## src/rtl/mips_pkg.sv

```systemverilog
`default_nettype none
// ============================================================================
// Module      : mips_pkg
// Description : Shared fetch-stage types, reset constants and word alignment.
// Revision    : 1.0 - initial release
// ============================================================================
package mips_pkg;

   typedef enum logic [1:0] {
      FETCH = 2'd0,
      HOLD  = 2'd1,
      DROP  = 2'd2
   } fetch_state_t;

   localparam logic [31:0] NOP_INSTR_C = 32'h0000_0000;
   localparam logic [31:0] RESET_PC_C  = 32'h0000_0000;

   function automatic logic [31:0] align_word(input logic [31:0] addr);
      return {addr[31:2], 2'b00};
   endfunction

endpackage
`default_nettype wire

```

## src/rtl/if_pc_sel.sv

```systemverilog
`default_nettype none
// ============================================================================
// Module      : if_pc_sel
// Description : Next-PC priority mux: redirect target, then hold, then PC+4.
// Revision    : 1.0 - initial release
// ============================================================================
module if_pc_sel
   import mips_pkg::*;
(
   input  logic        i_redirect,
   input  logic        i_hold,
   input  logic [31:0] i_pc,
   input  logic [31:0] i_target,
   output logic [31:0] o_next_pc,
   output logic [31:0] o_pc_plus4
);

   logic [31:0] w_pc_plus4;

   // Wraps modulo 2^32 by construction of the 32-bit add.
   assign w_pc_plus4 = i_pc + 32'd4;
   assign o_pc_plus4 = w_pc_plus4;

   always_comb begin
      o_next_pc = w_pc_plus4;
      if (i_redirect) begin
         o_next_pc = align_word(i_target);
      end else if (i_hold) begin
         o_next_pc = i_pc;
      end
   end

endmodule
`default_nettype wire

```

## src/rtl/if_fetch_unit.sv

```systemverilog
`default_nettype none
// ============================================================================
// Module      : if_fetch_unit
// Description : IF stage: PC register, imem handshake, one-entry hold buffer
//               and IF/ID write control. IF_PERF_CNT_EN adds perf counters.
// Revision    : 1.0 - initial release
// ============================================================================
module if_fetch_unit
   import mips_pkg::*;
#(
   parameter logic [31:0] RESET_PC  = RESET_PC_C,
   parameter logic [31:0] NOP_INSTR = NOP_INSTR_C
)
(
   input  logic        clk,
   input  logic        rst,
   input  logic        stall_in,
   input  logic        branch_taken,
   input  logic [31:0] branch_target,
   input  logic        jump_taken,
   input  logic [31:0] jump_target,
   output logic        imem_req,
   output logic [31:0] imem_addr,
   input  logic [31:0] imem_rdata,
   input  logic        imem_ready,
   output logic [31:0] PC4,
   output logic [31:0] Instruction,
   output logic        IF_flush,
   output logic        IF_ID_write_en
`ifdef IF_PERF_CNT_EN
   ,
   output logic [31:0] perf_stall_cycles,
   output logic [31:0] perf_flush_count
`endif
);

   fetch_state_t r_state;
   fetch_state_t w_state_nxt;
   logic [31:0]  r_pc;
   logic [31:0]  r_buf;
   logic [31:0]  r_drop_addr;
   logic [31:0]  w_target;
   logic [31:0]  w_next_pc;
   logic [31:0]  w_pc_plus4;
   logic         w_redirect;
   logic         w_hold;
   logic         w_buf_load;
   logic         w_drop_load;

   assign w_redirect = branch_taken | jump_taken;
   assign w_target   = branch_taken ? branch_target : jump_target;

   if_pc_sel u_pc_sel (
      .i_redirect (w_redirect),
      .i_hold     (w_hold),
      .i_pc       (r_pc),
      .i_target   (w_target),
      .o_next_pc  (w_next_pc),
      .o_pc_plus4 (w_pc_plus4)
   );

   // A dropped request must keep presenting its original address until acked.
   assign imem_addr = (r_state == DROP) ? r_drop_addr : r_pc;
   assign PC4       = rst ? (RESET_PC + 32'd4) : w_pc_plus4;

   always_comb begin
      w_state_nxt    = r_state;
      imem_req       = 1'b0;
      IF_ID_write_en = 1'b0;
      IF_flush       = 1'b0;
      Instruction    = NOP_INSTR;
      w_hold         = 1'b1;
      w_buf_load     = 1'b0;
      w_drop_load    = 1'b0;
      if (!rst) begin
         case (r_state)
            FETCH: begin
               imem_req = 1'b1;
               if (w_redirect) begin
                  IF_ID_write_en = 1'b1;
                  IF_flush       = 1'b1;
                  if (!imem_ready) begin
                     w_state_nxt = DROP;
                     w_drop_load = 1'b1;
                  end
               end else if (imem_ready) begin
                  if (!stall_in) begin
                     Instruction    = imem_rdata;
                     IF_ID_write_en = 1'b1;
                     w_hold         = 1'b0;
                  end else begin
                     w_buf_load  = 1'b1;
                     w_state_nxt = HOLD;
                  end
               end else begin
                  IF_ID_write_en = ~stall_in;
                  IF_flush       = 1'b1;
               end
            end
            HOLD: begin
               Instruction = r_buf;
               if (w_redirect) begin
                  IF_ID_write_en = 1'b1;
                  IF_flush       = 1'b1;
                  Instruction    = NOP_INSTR;
                  w_state_nxt    = FETCH;
               end else if (!stall_in) begin
                  IF_ID_write_en = 1'b1;
                  w_hold         = 1'b0;
                  w_state_nxt    = FETCH;
               end
            end
            DROP: begin
               imem_req       = 1'b1;
               IF_ID_write_en = w_redirect | ~stall_in;
               IF_flush       = 1'b1;
               if (imem_ready) begin
                  w_state_nxt = FETCH;
               end
            end
            default: begin
               w_state_nxt = FETCH;
            end
         endcase
      end
   end

   always_ff @(posedge clk) begin
      if (rst) begin
         r_state     <= FETCH;
         r_pc        <= RESET_PC;
         r_buf       <= NOP_INSTR;
         r_drop_addr <= RESET_PC;
      end else begin
         r_state <= w_state_nxt;
         r_pc    <= w_next_pc;
         if (w_buf_load) begin
            r_buf <= imem_rdata;
         end
         if (w_drop_load) begin
            r_drop_addr <= r_pc;
         end
      end
   end

`ifdef IF_PERF_CNT_EN
   logic [31:0] r_perf_stall;
   logic [31:0] r_perf_flush;

   always_ff @(posedge clk) begin
      if (rst) begin
         r_perf_stall <= 32'd0;
         r_perf_flush <= 32'd0;
      end else begin
         if (!IF_ID_write_en && (r_perf_stall != 32'hFFFF_FFFF)) begin
            r_perf_stall <= r_perf_stall + 32'd1;
         end
         if (w_redirect && (r_perf_flush != 32'hFFFF_FFFF)) begin
            r_perf_flush <= r_perf_flush + 32'd1;
         end
      end
   end

   assign perf_stall_cycles = r_perf_stall;
   assign perf_flush_count  = r_perf_flush;
`endif

endmodule
`default_nettype wire
```

## config.mk

```make
export PLATFORM = sky130hd
export DESIGN_NAME = if_fetch_unit
export DESIGN_NICKNAME = d
export VERILOG_FILES = /design/src/rtl/mips_pkg.sv /design/src/rtl/if_pc_sel.sv /design/src/rtl/if_fetch_unit.sv
export SDC_FILE = /design/constraint.sdc
export NUM_CORES = 1
export LEC_CHECK = 0
export CORE_ASPECT_RATIO = 1.5
export CORE_UTILIZATION = 30
export CTS_CLUSTER_DIAMETER = 50
export CTS_CLUSTER_SIZE = 14
export DETAILED_ROUTE_END_ITERATION = 6
export PLACE_DENSITY_LB_ADDON = 0.08
export SLEW_MARGIN = 20
export SYNTH_ARGS = -nofsm -noshare
export SYNTH_HDL_FRONTEND = slang
export SYNTH_SLANG_ARGS = --single-unit
```

## constraint.sdc

```tcl
create_clock -name clk -period 6.2 [get_ports clk]
set_clock_uncertainty 0.15 [all_clocks]
set_input_delay 1.24 -clock clk [delete_from_list [all_inputs] [get_ports clk]]
set_output_delay 1.24 -clock clk [all_outputs]
set_load 0.05 [all_outputs]
```

==> results of run 1 <==
kinds of logic after synthesis:
logic type | count (synthesis)
muxes | 27
xor gates and xnor gates | 33
AOI/OAI and AO/OA | 196
buffers and inverters | 98
other | 1
DFF | 94
and+or+nand+nor | 332
adders and majority gates | 1
worst paths after layout:
path                         from              end  slack, ns
hold reg to reg   r_drop_addr[20]  r_drop_addr[20]       0.30
setup reg to reg       r_state[1]         r_pc[22]       3.20
hold / removal    r_drop_addr[20]  r_drop_addr[20]       0.30
setup / recovery       jump_taken  Instruction[13]       0.91
report_power, final:
group / total, mW / leakage (nW) / switching, mW / internal [mW]
registers: 0.661 / 0.766 / 0.0341 / 0.627
logic: 0.406 / 1.93 / 0.238 / 0.167
clock network: 0.615 / 0.160 / 0.259 / 0.356
through the flow:
step           instances  area (sq um)  util [%]
3_3_place_gp        1161          8063     43.47
5_1_grt             1177          8384     45.21
2_1_floorplan        785          5677         -
3_5_place_dp        1161          8063     43.47
4_1_cts             1177          8384     45.21
6_report            1177          8384     45.21
layout make-up:
class | instances | area [sq um] | area share (%)
sequential | 94 | 1882 | 22.44
clock buffer | 9 | 225.2 | 2.686
multi-input combinational | 593 | 3441 | 41.04
timing repair buffer | 208 | 2372 | 28.29
clock inverter | 7 | 96.34 | 1.149
inverter | 14 | 52.55 | 0.6268
tap | 252 | 315.3 | 3.761
Yosys cell counts (3+ instances only):
master	number
nand4_1	6
nor2_1	83
a21oi_1	84
o21ai_0	14
and2_1	3
buf_2	17
a21o_1	3
or2_2	4
nand2_1	155
and3_1	8
dfxtp_1	94
xnor2_1	19
a211oi_1	7
mux2_2	25
a221oi_1	5
nor4_1	9
o22ai_1	16
inv_1	14
a31oi_1	4
clkbuf_2	4
clkbuf_1	57
or4_1	4
o2bb2ai_1	4
a221o_1	3
a22oi_1	38
nand3_1	18
buf_4	4
or3_1	5
a22o_1	3
nor3_1	21
xor2_1	14
registers in the layout, summed over array words and instances (netlist names):
signal and count:
r_buf 32, r_drop_addr 30, r_pc 30, r_state 2
layer usage:
metal | vias up | GRT usage [%]
met2 | 168 | 36.89
li1 | 2989 | -
met3 | 16 | 5.734
met5 | - | 0
met4 | 0 | 6.437
met1 | 2785 | 24.82
worst max-delay path, stage by stage:
cell,delay [ns]
clkdlybuf4s50_1,0.42
or2_2,0.44
nor2_1,0.25
nor4bb_4,0.72
buf_4,0.31
a22oi_1,0.10
nor2_1,0.22
buf_12,0.18
==> metrics, run 1 <==
status=completed; simple-gate area share of the yosys netlist=26.77%; Synth area leaders=dfxtp_1, nand2_1, a21oi_1; final wirelength=approximately 20000 microns; Hold WC Path Type=reg -> reg; Critical Path End Type=output pin; DR WL/cell=about 17 microns; fin. max-slew vios=0; FILL cells=approximately 1900; ys async rst share=0%; top_reg_cell synth=dfxtp_1; Final setup viols=0; xor/xnor share of the synthesized area=approximately 5%; first-pass GRT wire length=about 32000 microns; worst vdd ir=between 0.09 and 0.1 mV; met1 wire length=between 8000 and 9000 microns; net count reported at finish=between 1000 and 1500; cts bufs inserted=9; leakage power=roughly 2.9 nW; H-tree depth=3; hold slack final=roughly 0.3 ns; critical path launch point type=input pin; clock period minus worst slack=5.294 ns; root buffer cell=clkbuf_16; DR vias/cell=5.062; Max Buffers Root-to-Sink=2; #FFs+latches synth=94; Post-CTS Setup Bufs=0; largest family of logic cells by synthesized area=simple AND/OR/NAND/NOR gates; DRC Markers=0; post-CTS sizing=0; Mean Syn Cell Area=around 7.2 sq um; CTS sink count=94; worst slew pin tran=1.061 ns; first-pass iteration count of the detailed router=6; final worst slack=between 0.9 and 1 ns; Congestion Overflow GR=0; hpwl dp=between 10000 and 15000 microns; setup TNS=0 ns; Slew HR=roughly 29%; kind of critical path=in -> out; Worst Reg-to-Reg Cells=6; Mapped Cells=782; count of buffers from port buffering=192; pwr dens=200.6 mW/mm^2; # IOs=between 200 and 250; post-synthesis cell area=roughly 0.0057 sq mm; Max Cap Violations=0; via count=5958; mux contribution to synthesized area=approximately 5.3%; gpl congestion=~0.75; adder-cell share of the synthesized area=less than 1%; Core Footprint=between 0.015 and 0.02 sq mm; initial core utilization=just over 30%; Area Overhead vs Synth=47.99%; Die X=between 100 and 150 microns; Die ar.=0.01945 sq mm; initial antenna violation count=0; Post-synth EDFFs=0; Final period util=between 80% and 90%; Netlist cell types=58; TritonCTS clock tree=yes; routed length on met3=roughly 1400 microns; pre-CTS setup slack=roughly 0.9 ns; cts hold-fix bufs=0; compound-cell area share of the yosys netlist=around 22%; ant diodes=0; Ys Warns=0; Hold Crit Depth=2; clock slew seen by the registers of the worst setup and hold paths=around 0.070 ns; share of the synthesized area in the top cell type=about a third; Design Power=about 1.7 mW; Die Y=between 150 and 200 microns; Final ANT Viol Nets=0; most frequent cells in the layout=clkdlybuf4s50_1, nand2_1, dfxtp_1; Seq/Total Area, Yosys=33.22%; worst-path fanout max=13; all-layer global routing usage=roughly a fifth; RSZ-0062 raised after global routing=no; fmax=roughly 0.19 GHz; layout cells sized above 1=approximately an eighth; vias in the first global route=5745; Critical Path AT=3.90 ns; Iter 0 DRT Violations=a little over 300; commonest non-fill, non-tap cell in the layout=clkdlybuf4s50_1; max layer used=met4; met2 wire len=10180 microns; Hold Vio Cnt, Final=0; largest net degree at the start of global routing=83; clk_lat worst skew=~0.35 ns; Crit path required time=around 4.8 ns; leading area contributor after synthesis=dfxtp_1; row count=between 60 and 70
Note: power is estimated with default switching activity, not from simulation.
==> run 2: changes to the inputs <==
--- a/config.mk
+++ b/config.mk
@@ -5,9 +5,10 @@
 export SDC_FILE = /design/constraint.sdc
 export NUM_CORES = 1
 export LEC_CHECK = 0
+export ABC_AREA = 1
 export CORE_ASPECT_RATIO = 1.5
 export CORE_UTILIZATION = 30
-export CTS_CLUSTER_DIAMETER = 50
+export CTS_CLUSTER_DIAMETER = 60
 export CTS_CLUSTER_SIZE = 14
 export DETAILED_ROUTE_END_ITERATION = 6
 export PLACE_DENSITY_LB_ADDON = 0.08
==> run 2 against run 1 <==
- flip-flop and latch count is the same
- critical endpoint is now Instruction[1]
- clock power rose by 3.4%
- first-iteration DRC count down 6.8%
- worst setup slack better by 0.31 ns
==> metrics, run 2 <==
status=completed (unchanged); Switch Pwr=574.0 uW (was 531.2 uW); Iter 0 DRT Violations=286 (was 307); ys async rst share=0% (unchanged); Biggest register=r_buf (unchanged); leakage power=3.174 nW (was 2.852 nW); Hold Vio Cnt, Final=0 (unchanged); Ys Warns=0 (unchanged); max FFs per register=32 (unchanged); first-pass GRT wire length=31550 microns (was 31770 microns); FILL cells=1911 (was 1912); #FFs+latches synth=94 (unchanged); DRC Markers=0 (unchanged); first-pass iteration count of the detailed router=4 (was 6); slowest CP cell=clkdlybuf4s50_1 (was nor4bb_4); initial core utilization=30.82% (was 30.55%); TritonCTS clock tree=yes (unchanged); Clock power frac=35.7% (was 36.5%); Critical Path AT=3.60 ns (was 3.90 ns); all-layer global routing usage=21.21% (was 21.09%); final wirelength=19840 microns (was 20160 microns); Final setup viols=0 (unchanged); count of buffers from port buffering=192 (unchanged); CP top delay family=buffers and inverters (was simple AND/OR/NAND/NOR gates); Die ar.=0.01915 sq mm (was 0.01945 sq mm); sequential share of power=37.9% (was 39.3%); Max Cap Violations=0 (unchanged); global route hottest layer=met2 (unchanged); worst path cell trace=clkdlybuf4s50_1, nor2_8, inv_2, nor2_1, inv_2, nor2_2, buf_4, a22oi_1, nor2_1, buf_12 (was clkdlybuf4s50_1, or2_2, nor2_1, nor4bb_4, buf_4, a22oi_1, nor2_1, buf_12); DR vias/cell=4.706 (was 5.062); met3 global-route usage=5.943% (was 5.734%); leading area contributor after synthesis=dfxtp_1 (unchanged); Final period util=80.44% (was 85.39%); Gate power share=26.3% (was 24.1%); via count=6080 (was 5958); Critical Path End Type=output pin (unchanged); vias in the first global route=5852 (was 5745); Mean Syn Cell Area=6.323 sq um (was 7.245 sq um); Worst Path Buf+Inv=5 (was 3); Die Y=169.0 microns (was 170.3 microns); worst slew pin tran=0.8751 ns (was 1.061 ns); pwr dens=215.6 mW/mm^2 (was 200.6 mW/mm^2); hpwl dp=14390 microns (was 13860 microns); Largest stage delay, worst path=0.54 ns (was 0.72 ns); RSZ-0062 raised after global routing=no (unchanged); initial antenna violation count=0 (unchanged); CTS sink count=94 (unchanged); layout cells sized above 1=7.663% (was 12.11%); largest net degree at the start of global routing=71 (was 83); Seq/Total Area, Yosys=33.74% (was 33.22%); fmax=0.2005 GHz (was 0.1889 GHz); Die X=113.3 microns (was 114.2 microns); met2 Use GR=38.78% (was 36.89%); net count reported at finish=1144 (was 1023); most frequent cells in the layout=nand2_1, clkdlybuf4s50_1, nor2_1 (was clkdlybuf4s50_1, nand2_1, dfxtp_1); most instantiated cells after synthesis=nand2_1, nor2_1, dfxtp_1, o21ai_0, a21oi_1 (was nand2_1, dfxtp_1, a21oi_1, nor2_1, clkbuf_1); Netlist cell types=38 (was 58); Synth area leaders=dfxtp_1, nand2_1, nor2_1 (was dfxtp_1, nand2_1, a21oi_1); Slew HR=41.45% (was 29.12%); DR WL/cell=15.35 microns (was 17.13 microns); share of the synthesized area in the top cell type=33.74% (was 33.22%); Core Footprint=0.01809 sq mm (was 0.01855 sq mm); top_reg_cell synth=dfxtp_1 (unchanged); Crit path required time=4.81 ns (about the same); post-synthesis cell area=0.005577 sq mm (was 0.005665 sq mm); row count=60 (was 61); ant diodes=0 (unchanged); Post-CTS Setup Bufs=0 (unchanged); Max Buffers Root-to-Sink=2 (unchanged); # IOs=201 (unchanged); Post-synth EDFFs=0 (unchanged); setup TNS=0 ns (unchanged); P_int=1.206 mW (was 1.151 mW); gpl congestion=0.8444 (was 0.7497); Congestion Overflow GR=0 (unchanged); largest registers=r_buf (32), r_drop_addr (30), r_pc (30) (unchanged); commonest non-fill, non-tap cell in the layout=nand2_1 (was clkdlybuf4s50_1); Area Overhead vs Synth=48.06% (was 47.99%); root buffer cell=clkbuf_16 (unchanged); post-CTS sizing=0 (unchanged); H-tree depth=3 (unchanged); critical path launch point type=input pin (unchanged); met1 global-route usage=23.80% (was 24.82%); clock slew seen by the registers of the worst setup and hold paths=0.07 ns (about the same); placed insts=1278 (was 1161); Hold WC Path Type=reg -> reg (unchanged); final instance count without filler cells=1292 (was 1177); worst-path fanout max=31 (was 13); kind of critical path=in -> out (unchanged); Final ANT Viol Nets=0 (unchanged); Mapped Cells=882 (was 782); clk_lat worst skew=0.35 ns (about the same); fin. max-slew vios=0 (unchanged); clock period minus worst slack=4.987 ns (was 5.294 ns); worst vdd ir=0.1544 mV (was 0.09986 mV); cts hold-fix bufs=0 (unchanged); count leader, synth=nand2_1 (unchanged); cts bufs inserted=9 (unchanged); Switching Fraction=32.25% (was 31.59%)
## run 2: logic make-up after synthesis
group | count (synthesis) | synth area share [%]
AND/OR/NAND/NOR | 438 | 32.08
XOR/XNOR | 15 | 2.356
buffers and inverters | 119 | 9.132
AO/OA/AOI/OAI | 214 | 22.39
adder cells (fa/ha/maj) | 1 | 0.2243
flip-flops | 94 | 33.74
other | 1 | 0.06725
## run 2: final cells by class
class / instances / area [sq um] / share of cell area (%)
multi-input combinational: 672 / 3197 / 38.72
timing repair buffer: 201 / 2305 / 27.91
sequential: 94 / 1882 / 22.79
tap: 248 / 310.3 / 3.758
inverter: 63 / 236.5 / 2.864
clock buffer: 10 / 229.0 / 2.773
clock inverter: 4 / 97.59 / 1.182
## run 2: power groups by stage
stage,combinational (mW),clock (mW),sequential (mW)
floorplan,0.290,0,0.678
global placement,0.473,0,0.688
detailed placement,0.474,0,0.688
CTS,0.476,0.653,0.674
global route,0.507,0.678,0.681
finish,0.469,0.636,0.675
## run 2: path summary, 6_finish.rpt
kind	from	cells after the start	slack [ns]	endpoint
setup / recovery	jump_taken	10	1.21	Instruction[1]
hold reg to reg	r_buf[18]	2	0.32	r_buf[18]
setup reg to reg	r_state[1]	7	3.87	r_drop_addr[26]
hold / removal	r_buf[18]	2	0.32	r_buf[18]
## run 2: metrics by stage
step	worst slack, ns	utilization, %	instance area, sq um	power (mW)	hold slack [ns]
CTS	1.132	45.64	8257	1.803	0.3205
global placement	1.145	43.83	7930	1.161	0.3052
finish	1.213	45.64	8257	1.780	0.3194
detailed placement	1.136	43.83	7930	1.163	0.3109
floorplan	2.063	-	5588	0.9684	0.2956
global route	0.9964	45.64	8257	1.866	0.3363
## run 2: routing by layer
layer  vias to the layer above  share of wire [%]
li1                       3195                  -
met1                      2702                 40
met2                       164                 52
met3                        19                6.6
met4                         0                1.3
met5                         -                  0
## run 2: worst reg2reg max path: cells and delay by family, from the launching register on
| kind | cells | cell delay [ns] |
|---|---|---|
| AOI/OAI and AO/OA | 2 | 0.36 |
| buffers and inverters | 2 | 0.78 |
| and+or+nand+nor | 3 | 0.63 |
| DFF | 1 | 0.34 |
==> run 3: changes to the inputs <==
==> constraint.sdc (replaced) <==
create_clock -name clk -period 4.4 [get_ports clk]
set_clock_uncertainty 0.15 [all_clocks]
set_input_delay 0.88 -clock clk [delete_from_list [all_inputs] [get_ports clk]]
set_output_delay 0.88 -clock clk [all_outputs]
set_load 0.05 [all_outputs]
==> run 3 against run 2 <==
- non-clock buffer count increased by 2
- highest routed layer unchanged
- critical endpoint unchanged
- power increased by 34%
- via count increased by 0.99%
- hold slack got worse by 0.0019 ns
- flip-flop and latch count unchanged
- first-iteration DRC count decreased by 9.1%
- largest cell class unchanged
- design area increased by 0.97%
- critical path depth unchanged
- sequential share of layout area decreased by 0.22 points
- die area unchanged
==> metrics, run 3 (synthesis gave the netlist of run 2 again) <==
final worst slack=0.4919 ns (was 1.213 ns); Congestion Overflow GR=0 (unchanged); Max Buffers Root-to-Sink=2 (unchanged); largest registers=r_buf (32), r_drop_addr (30), r_pc (30) (unchanged); Slew HR=40.98% (was 41.45%); initial antenna violation count=0 (unchanged); Hold Vio Cnt, Final=0 (unchanged); cts hold-fix bufs=0 (unchanged); TritonCTS clock tree=yes (unchanged); Post-CTS Setup Bufs=0 (unchanged); P_int=1.559 mW (was 1.206 mW); commonest non-fill, non-tap cell in the layout=nand2_1 (unchanged); RSZ-0062 raised after global routing=no (unchanged); Biggest register=r_buf (unchanged); pwr dens=285.9 mW/mm^2 (was 215.6 mW/mm^2); DRC Markers=0 (unchanged); worst vdd ir=0.1278 mV (was 0.1544 mV); cts bufs inserted=9 (unchanged); worst-path fanout max=31 (unchanged); count of buffers from port buffering=192 (unchanged); Hold Path End=r_buf[17] (was r_buf[18]); fin. max-slew vios=0 (unchanged); hpwl dp=14510 microns (was 14390 microns); Final setup viols=0 (unchanged); clock period minus worst slack=between 3 and 4 ns; net count reported at finish=1146 (was 1144); Switching Fraction=34.57% (was 32.25%); Critical Path End Type=output pin (unchanged); Die Y=169.0 microns (unchanged); Crit path required time=3.37 ns (was 4.81 ns); gpl congestion=0.8766 (was 0.8444); final wirelength=19590 microns (was 19840 microns); layout cells sized above 1=9.447% (was 7.663%); Final ANT Viol Nets=0 (unchanged); clk_lat worst skew=0.35 ns (about the same); Max Cap Violations=0 (unchanged); largest net degree at the start of global routing=69 (was 71); worst flop-to-flop path endpoint=r_drop_addr[22] (was r_drop_addr[26]); vias in the first global route=5994 (was 5852); status=completed (unchanged); Core Footprint=0.01809 sq mm (unchanged); DR WL/cell=15.11 microns (was 15.35 microns); DR vias/cell=4.738 (was 4.706); row count=60 (unchanged); setup TNS=0 ns (unchanged); r2r startpoint=r_state[1] (unchanged); initial core utilization=30.82% (unchanged); root buffer cell=clkbuf_16 (unchanged); Final period util=roughly 89%; kind of critical path=in -> out (unchanged); pre-CTS setup slack=0.4694 ns (was 1.136 ns); max FFs per register=32 (unchanged); Hold Crit Depth=2 (unchanged); first-pass iteration count of the detailed router=4 (unchanged); Worst Reg-to-Reg Cells=7 (unchanged); Iter 0 DRT Violations=260 (was 286); ant diodes=0 (unchanged); min-delay src=r_buf[17] (was r_buf[18]); Critical Path AT=2.88 ns (was 3.60 ns); reg-to-reg slack, setup=2.11 ns (was 3.87 ns); H-tree depth=3 (unchanged); post-CTS sizing=0 (unchanged); Area Overhead vs Synth=49.50% (was 48.06%); first-pass GRT wire length=31190 microns (was 31550 microns); critical path launch point type=input pin (unchanged); CTS sink count=94 (unchanged); fmax=~0.26 GHz; Gate power share=29.2% (was 26.3%); Switch Pwr=823.8 uW (was 574.0 uW); sequential share of power=39.8% (was 37.9%); # IOs=201 (unchanged); Die ar.=0.01915 sq mm (unchanged); via count=6140 (was 6080); Die X=113.3 microns (unchanged); clock slew seen by the registers of the worst setup and hold paths=0.07 ns (about the same); most frequent cells in the layout=nand2_1, nor2_1, clkdlybuf4s50_1 (was nand2_1, clkdlybuf4s50_1, nor2_1); Clock power frac=31.0% (was 35.7%); Hold WC Path Type=reg -> reg (unchanged); leakage power=3.217 nW (was 3.174 nW); worst slew pin tran=0.8761 ns (was 0.8751 ns); all-layer global routing usage=20.97% (was 21.21%)
## run 3: worst max path at each step
stage / cells past startpoint / start / endpoint / slack (ns)
after global routing: 10 / jump_taken / Instruction[22] / 0.35
after CTS: 10 / jump_taken / Instruction[1] / 0.47
after floorplan: 5 / rst / IF_ID_write_en / 0.98
final: 10 / jump_taken / Instruction[1] / 0.49
after global placement: 10 / jump_taken / Instruction[31] / 0.52
after detailed placement: 10 / jump_taken / Instruction[1] / 0.47
## run 3: metal layers
metal / vias up / part of all wire, % / global-route usage (%)
met2: 163 / 51 / 38.09
met5: - / 0 / 0
met4: 0 / 2.8 / 9.039
met3: 26 / 6.5 / 5.263
li1: 3213 / - / -
met1: 2738 / 40 / 22.82
## run 3: area by class of cell
cell class,count,area [sq um]
fillers,1917,9756
multi-input cells,672,3197
repair buffers,203,2442
flip-flops and latches,94,1882
well taps,248,310.3
inverters,63,236.5
clock buffers,11,232.7
clock inverters,5,36.28
## run 3: worst max-delay path: stages
cell             delay, ns
clkdlybuf4s50_1       0.56
nor2_8                0.17
inv_2                 0.13
nor2_1                0.15
inv_2                 0.05
nor2_2                0.07
buf_4                 0.34
a22oi_1               0.11
nor2_1                0.23
buf_12                0.17
## run 3: per-stage QoR
step | std cells | area, sq um | util (%) | hold WS, ns | power (mW)
6_report | 1296 | 8337 | 46.08 | 0.3175 | 2.383
5_1_grt | 1296 | 8337 | 46.08 | 0.3326 | 2.501
4_1_cts | 1296 | 8337 | 46.08 | 0.3198 | 2.418
3_5_place_dp | 1280 | 8068 | 44.59 | 0.3103 | 1.671
3_3_place_gp | 1280 | 8068 | 44.59 | 0.3047 | 1.668
2_1_floorplan | 885 | 5588 | - | 0.2956 | 1.365
## run 3: power groups by stage
stage               Clock (mW)  Sequential (mW)  Combinational, mW
finish                   0.739            0.949              0.695
global route             0.796            0.956              0.749
CTS                      0.765            0.948              0.705
detailed placement           0            0.968              0.704
global placement             0            0.967              0.701
floorplan                    0            0.955              0.409
==> variant 1: new RTL, config.mk and constraints of run 1 <==
Add a define of `IF_PERF_CNT_EN`.
--- a/src/rtl/if_fetch_unit.sv
+++ b/src/rtl/if_fetch_unit.sv
@@ -6,4 +6,6 @@
 // Revision    : 1.0 - initial release
 // ============================================================================
+`define IF_PERF_CNT_EN
+
 module if_fetch_unit
    import mips_pkg::*;
Function (old outputs only; new: perf_flush_count and perf_stall_cycles): kept (equiv_simple and equiv_induct, registers matched by name and starting in step).
==> variant 1 against run 1 <==
  * Highest routed layer unchanged
  * Count of clock-buffer cells in the layout grew 10
  * Wire length grew 49%
  * Register-to-register slack worse by 230 ps
  * Final area increased by 46%
  * Hold slack better by 2.1 ps
  * Setup slack improved by 190 ps
  * Power grew 53%
  * Sequential share of layout area rose by 3.4 points
  * Area after synthesis up 53%
  * Critical path depth unchanged
  * The run now ends with DRC left
  * Fmax is 3.8% higher
  * Sequential cell count increased by 64
  * Non-clock buffer count rose by 62
==> variant 1: results (changes against run 1) <==
First-pass GRT wire length: 46,800 um (was 31,800 um)
Number of nets in the layout: 1,429 (was 1,023)
Floorplan core area: 0.0282 mm^2 (was 0.0185 mm^2)
Violations in the final reports: DRC
Drc violations: 1 (was 0)
Leakage power figure: 4.06 nW (was 2.85 nW)
Initial antenna violation count: 1 (was 0)
Overall global routing resource usage: 20.4% (was 21.1%)
Routing usage on met1: 24.2% (was 24.8%)
Last weighted congestion value of the routability-driven placer: 0.801 (was 0.750)
Number of design-rule violations left by the first detailed-router iteration: 474 (was 307)
Global routing met3 resource utilization: 4.11% (was 5.73%)
Via count of the first global-routing pass: 8,142 (was 5,745)
HPWL Detailed: 20,700 um (was 13,900 um)
Commonest cells in the synthesized netlist: 186 x sky130_fd_sc_hd__nand2_1, 164 x sky130_fd_sc_hd__nor2_1, 158 x sky130_fd_sc_hd__dfxtp_1 (was 155 x sky130_fd_sc_hd__nand2_1, 94 x sky130_fd_sc_hd__dfxtp_1, 84 x sky130_fd_sc_hd__a21oi_1)
Detail-routed via count per cell: 5.08 (was 5.06)
Pin count of the biggest net entering global routing: 112 (was 83)
Distinct cell type count after synthesis: 61 (was 58)
Met2 layer usage reported by global route: 35.9% (was 36.9%)
Fill count: 2,829 (was 1,912)
Critical-path top delay cell: sky130_fd_sc_hd__and4bb_2 (was sky130_fd_sc_hd__nor4bb_4)
Level count of the clock H-tree: 4 (was 3)
Max stage delay on crit path: 800 ps (was 720 ps)
Fraction of the yosys area taken by sequential cells: 36.6% (was 33.2%)
Post-Route WL: 30,100 um (was 20,200 um)
IO buf count: 256 (was 192)
Clk_lat worst skew: 430 ps (was 350 ps)
Switching part of the total: 29.4% (was 31.6%)
Run status: complete, but fails checks (was finished, final reports clean)
Maximum ir drop on the vdd rail: 198 uV (was 99.9 uV)
Proportion of layout cells with a drive suffix above 1: 10.1% (was 12.1%)
[variant 1: changes by cell type after synthesis, sizes merged, moves of 5 or more]
cell    delta
a211oi    +11
a21oi     +10
and4       +9
buf       +10
dfxtp     +64
mux2       +5
nand2     +32
nand3     +23
nand4     +29
nor2      +81
or3        +8
xnor2     +21
xor2      +39
[variant 1: stage by stage]
| step | util, % | hold slack [ps] | power [mW] | setup slack [ps] | cells |
|---|---|---|---|---|---|
| after floorplan | - | 284 | 1.36 | 1590 | 1128 |
| after global placement | 41.4 | 289 | 1.54 | 1090 | 1651 |
| after detailed placement | 41.4 | 295 | 1.54 | 1090 | 1651 |
| after CTS | 43.5 | 304 | 2.62 | 1080 | 1683 |
| after global routing | 43.5 | 315 | 2.68 | 887 | 1684 |
| final | 43.5 | 304 | 2.58 | 1100 | 1684 |
[variant 1: layer usage]
| layer | vias up | part of all wire, % |
|---|---|---|
| met3 | 32 | 5.0 |
| li1 | 4285 | - |
| met4 | 0 | 2.1 |
| met5 | - | 0 |
| met2 | 212 | 51 |
| met1 | 4026 | 42 |
[variant 1: critical path, delay by kind of cell]
family | cells | cell delay (ps)
simple gates | 4 | 1480
buf+inv | 3 | 770
compound gates | 1 | 200
[variant 1: final timing paths]
check	start	end	slack [ps]	cells past startpoint
worst min register to register	r_drop_addr[15]	r_drop_addr[15]	300	2
worst max register to register	r_state[1]	r_pc[24]	2970	7
worst max-delay path	jump_taken	Instruction[14]	1100	8
worst min-delay path	r_drop_addr[15]	r_drop_addr[15]	300	2
[variant 1: final cells by class]
type / count / share of cell area (%)
clock inverter: 13 / 1.15
inverter: 13 / 0.398
sequential: 158 / 25.8
antenna: 1 / 0.0204
tap: 346 / 3.53
multi-input combinational: 864 / 41.1
timing repair buffer: 270 / 24.4
clock buffer: 19 / 3.61
[variant 1: kinds of logic (layout without fill, tap and decap cells)]
logic type | after synthesis | count (layout) | share of synthesized area [%]
muxes | 33 | 33 | 4.26
DFF | 158 | 158 | 36.6
xor gates and xnor gates | 93 | 93 | 9.42
AOI/OAI and AO/OA | 210 | 210 | 15.7
other | 1 | 5 | 0.0434
buffers and inverters | 106 | 315 | 5.43
and+or+nand+nor | 521 | 521 | 28.2
adders and majority gates | 3 | 3 | 0.434
[variant 1: power by group through the flow]
stage / Sequential [mW] / Clock (mW) / Combinational [mW]
finish: 1.08 / 1.06 / 0.435
global route: 1.09 / 1.13 / 0.465
CTS: 1.08 / 1.10 / 0.440
detailed placement: 1.11 / 0 / 0.438
global placement: 1.11 / 0 / 0.438
floorplan: 1.09 / 0 / 0.272
==> variant 2: new RTL, flow settings as in run 1 <==
Made on the original files. Encoding of `fetch_state_t`: now one-hot (3 bits for 3 states).
--- a/src/rtl/mips_pkg.sv
+++ b/src/rtl/mips_pkg.sv
@@ -7,8 +7,8 @@
 package mips_pkg;
 
-   typedef enum logic [1:0] {
-      FETCH = 2'd0,
-      HOLD  = 2'd1,
-      DROP  = 2'd2
+   typedef enum logic [2:0] {
+      FETCH = 3'b001,
+      HOLD  = 3'b010,
+      DROP  = 3'b100
    } fetch_state_t;
 
Behaviour: no difference found for any inputs over 4 cycles, from zero or initial values and one cycle with rst high; so few cycles prove little.
==> variant 2 against run 1 <==
  * Synthesized cell count fell by 1.0%
  * Die area grew 2.3%
  * Sequential cell count rose by 1
  * Largest power group unchanged
  * Critical path depth did not move
  * Setup slack gained 250 ps
  * Wire length is 0.24% higher
  * Sequential power is 3.2% higher
  * Area after synthesis rose by 2.3%
  * Power rose by 2.6%
  * Final area rose by 1.3%
==> variant 2: results (changes against run 1) <==
Post-Route WL: 20,200 um (about the same)
Number of clock buffers in the layout: 10 (was 9)
Routing usage on met1: 23.6% (was 24.8%)
Met3 Routed Length: 1480 um (was 1420 um)
Storage element area: 0.00190 mm^2 (was 0.00188 mm^2)
Proportion of layout cells with a drive suffix above 1: 11.8% (was 12.1%)
CP arrival: 3660 ps (was 3900 ps)
Clock buffers and inverters, area share: 3.89% (was 3.84%)
Synth top area cells: sky130_fd_sc_hd__dfxtp_1 33%, sky130_fd_sc_hd__nand2_1 7.6%, sky130_fd_sc_hd__mux2_2 5.4%, sky130_fd_sc_hd__a22oi_1 5.2%, sky130_fd_sc_hd__nor2_1 5.1% (was sky130_fd_sc_hd__dfxtp_1 33%, sky130_fd_sc_hd__nand2_1 10%, sky130_fd_sc_hd__a21oi_1 7.4%, sky130_fd_sc_hd__nor2_1 5.5%, sky130_fd_sc_hd__a22oi_1 5.0%)
Number of design-rule violations left by the first detailed-router iteration: 389 (was 307)
Commonest cells in the synthesized netlist: 118 x sky130_fd_sc_hd__nand2_1, 95 x sky130_fd_sc_hd__dfxtp_1, 79 x sky130_fd_sc_hd__nor2_1 (was 155 x sky130_fd_sc_hd__nand2_1, 94 x sky130_fd_sc_hd__dfxtp_1, 84 x sky130_fd_sc_hd__a21oi_1)
Maximum ir drop on the vdd rail: 101 uV (was 99.9 uV)
Non-clock inverter count in the final layout: 6 (was 14)
Gate Count Post-Synth: 774 (was 782)
Worst setup slack after placement: 1130 ps (was 888 ps)
Signal buffers share of area: 27.8% (was 28.3%)
Instance area after placement: 0.00816 mm^2 (was 0.00806 mm^2)
Iteration count of the initial detailed-routing pass: 5 (was 6)
Via count of the first global-routing pass: 6,150 (was 5,745)
Met2 wire length: 10,300 um (was 10,200 um)
Non-filler cells in the finished layout: 1,171 (was 1,177)
Launching point of the worst reg2reg path: r_pc[10] (was r_state[1])
Adder-cell share of the synthesized area: 0.216% (was 0.221%)
Run status: finished, final reports clean (unchanged)
Share of synthesized area spent on multiplexers: 5.78% (was 5.32%)
Number of nets in the layout: 1,017 (was 1,023)
Transition time of the tightest slew-check pin: 1090 ps (was 1060 ps)
Peak fanout along the critical path: 32 (was 13)
Hold Path End: r_buf[10] (was r_drop_addr[20])
Leakage power figure: 2.87 nW (was 2.85 nW)
==> variant 2: power by group through the flow <==
| stage | Combinational [mW] | Clock (mW) | Sequential, mW |
|---|---|---|---|
| 2_1_floorplan | 0.272 | 0 | 0.669 |
| 3_3_place_gp | 0.417 | 0 | 0.694 |
| 3_5_place_dp | 0.420 | 0 | 0.696 |
| 4_1_cts | 0.422 | 0.645 | 0.681 |
| 5_1_grt | 0.447 | 0.664 | 0.687 |
| 6_report | 0.418 | 0.626 | 0.682 |
==> variant 2: worst max-delay path by stage <==
stage / from / cells after the start / slack [ps] / to
floorplan: branch_taken / 7 / 1600 / Instruction[10]
global placement: jump_taken / 8 / 1160 / Instruction[28]
detailed placement: jump_taken / 8 / 1130 / Instruction[27]
CTS: jump_taken / 8 / 1100 / Instruction[27]
global route: jump_taken / 8 / 920 / Instruction[27]
finish: jump_taken / 8 / 1150 / Instruction[27]
==> variant 2: critical path: cells and delay by family <==
family	cells	cell delay (ps)
buf+inv	4	1480
simple gates	3	790
compound gates	1	130
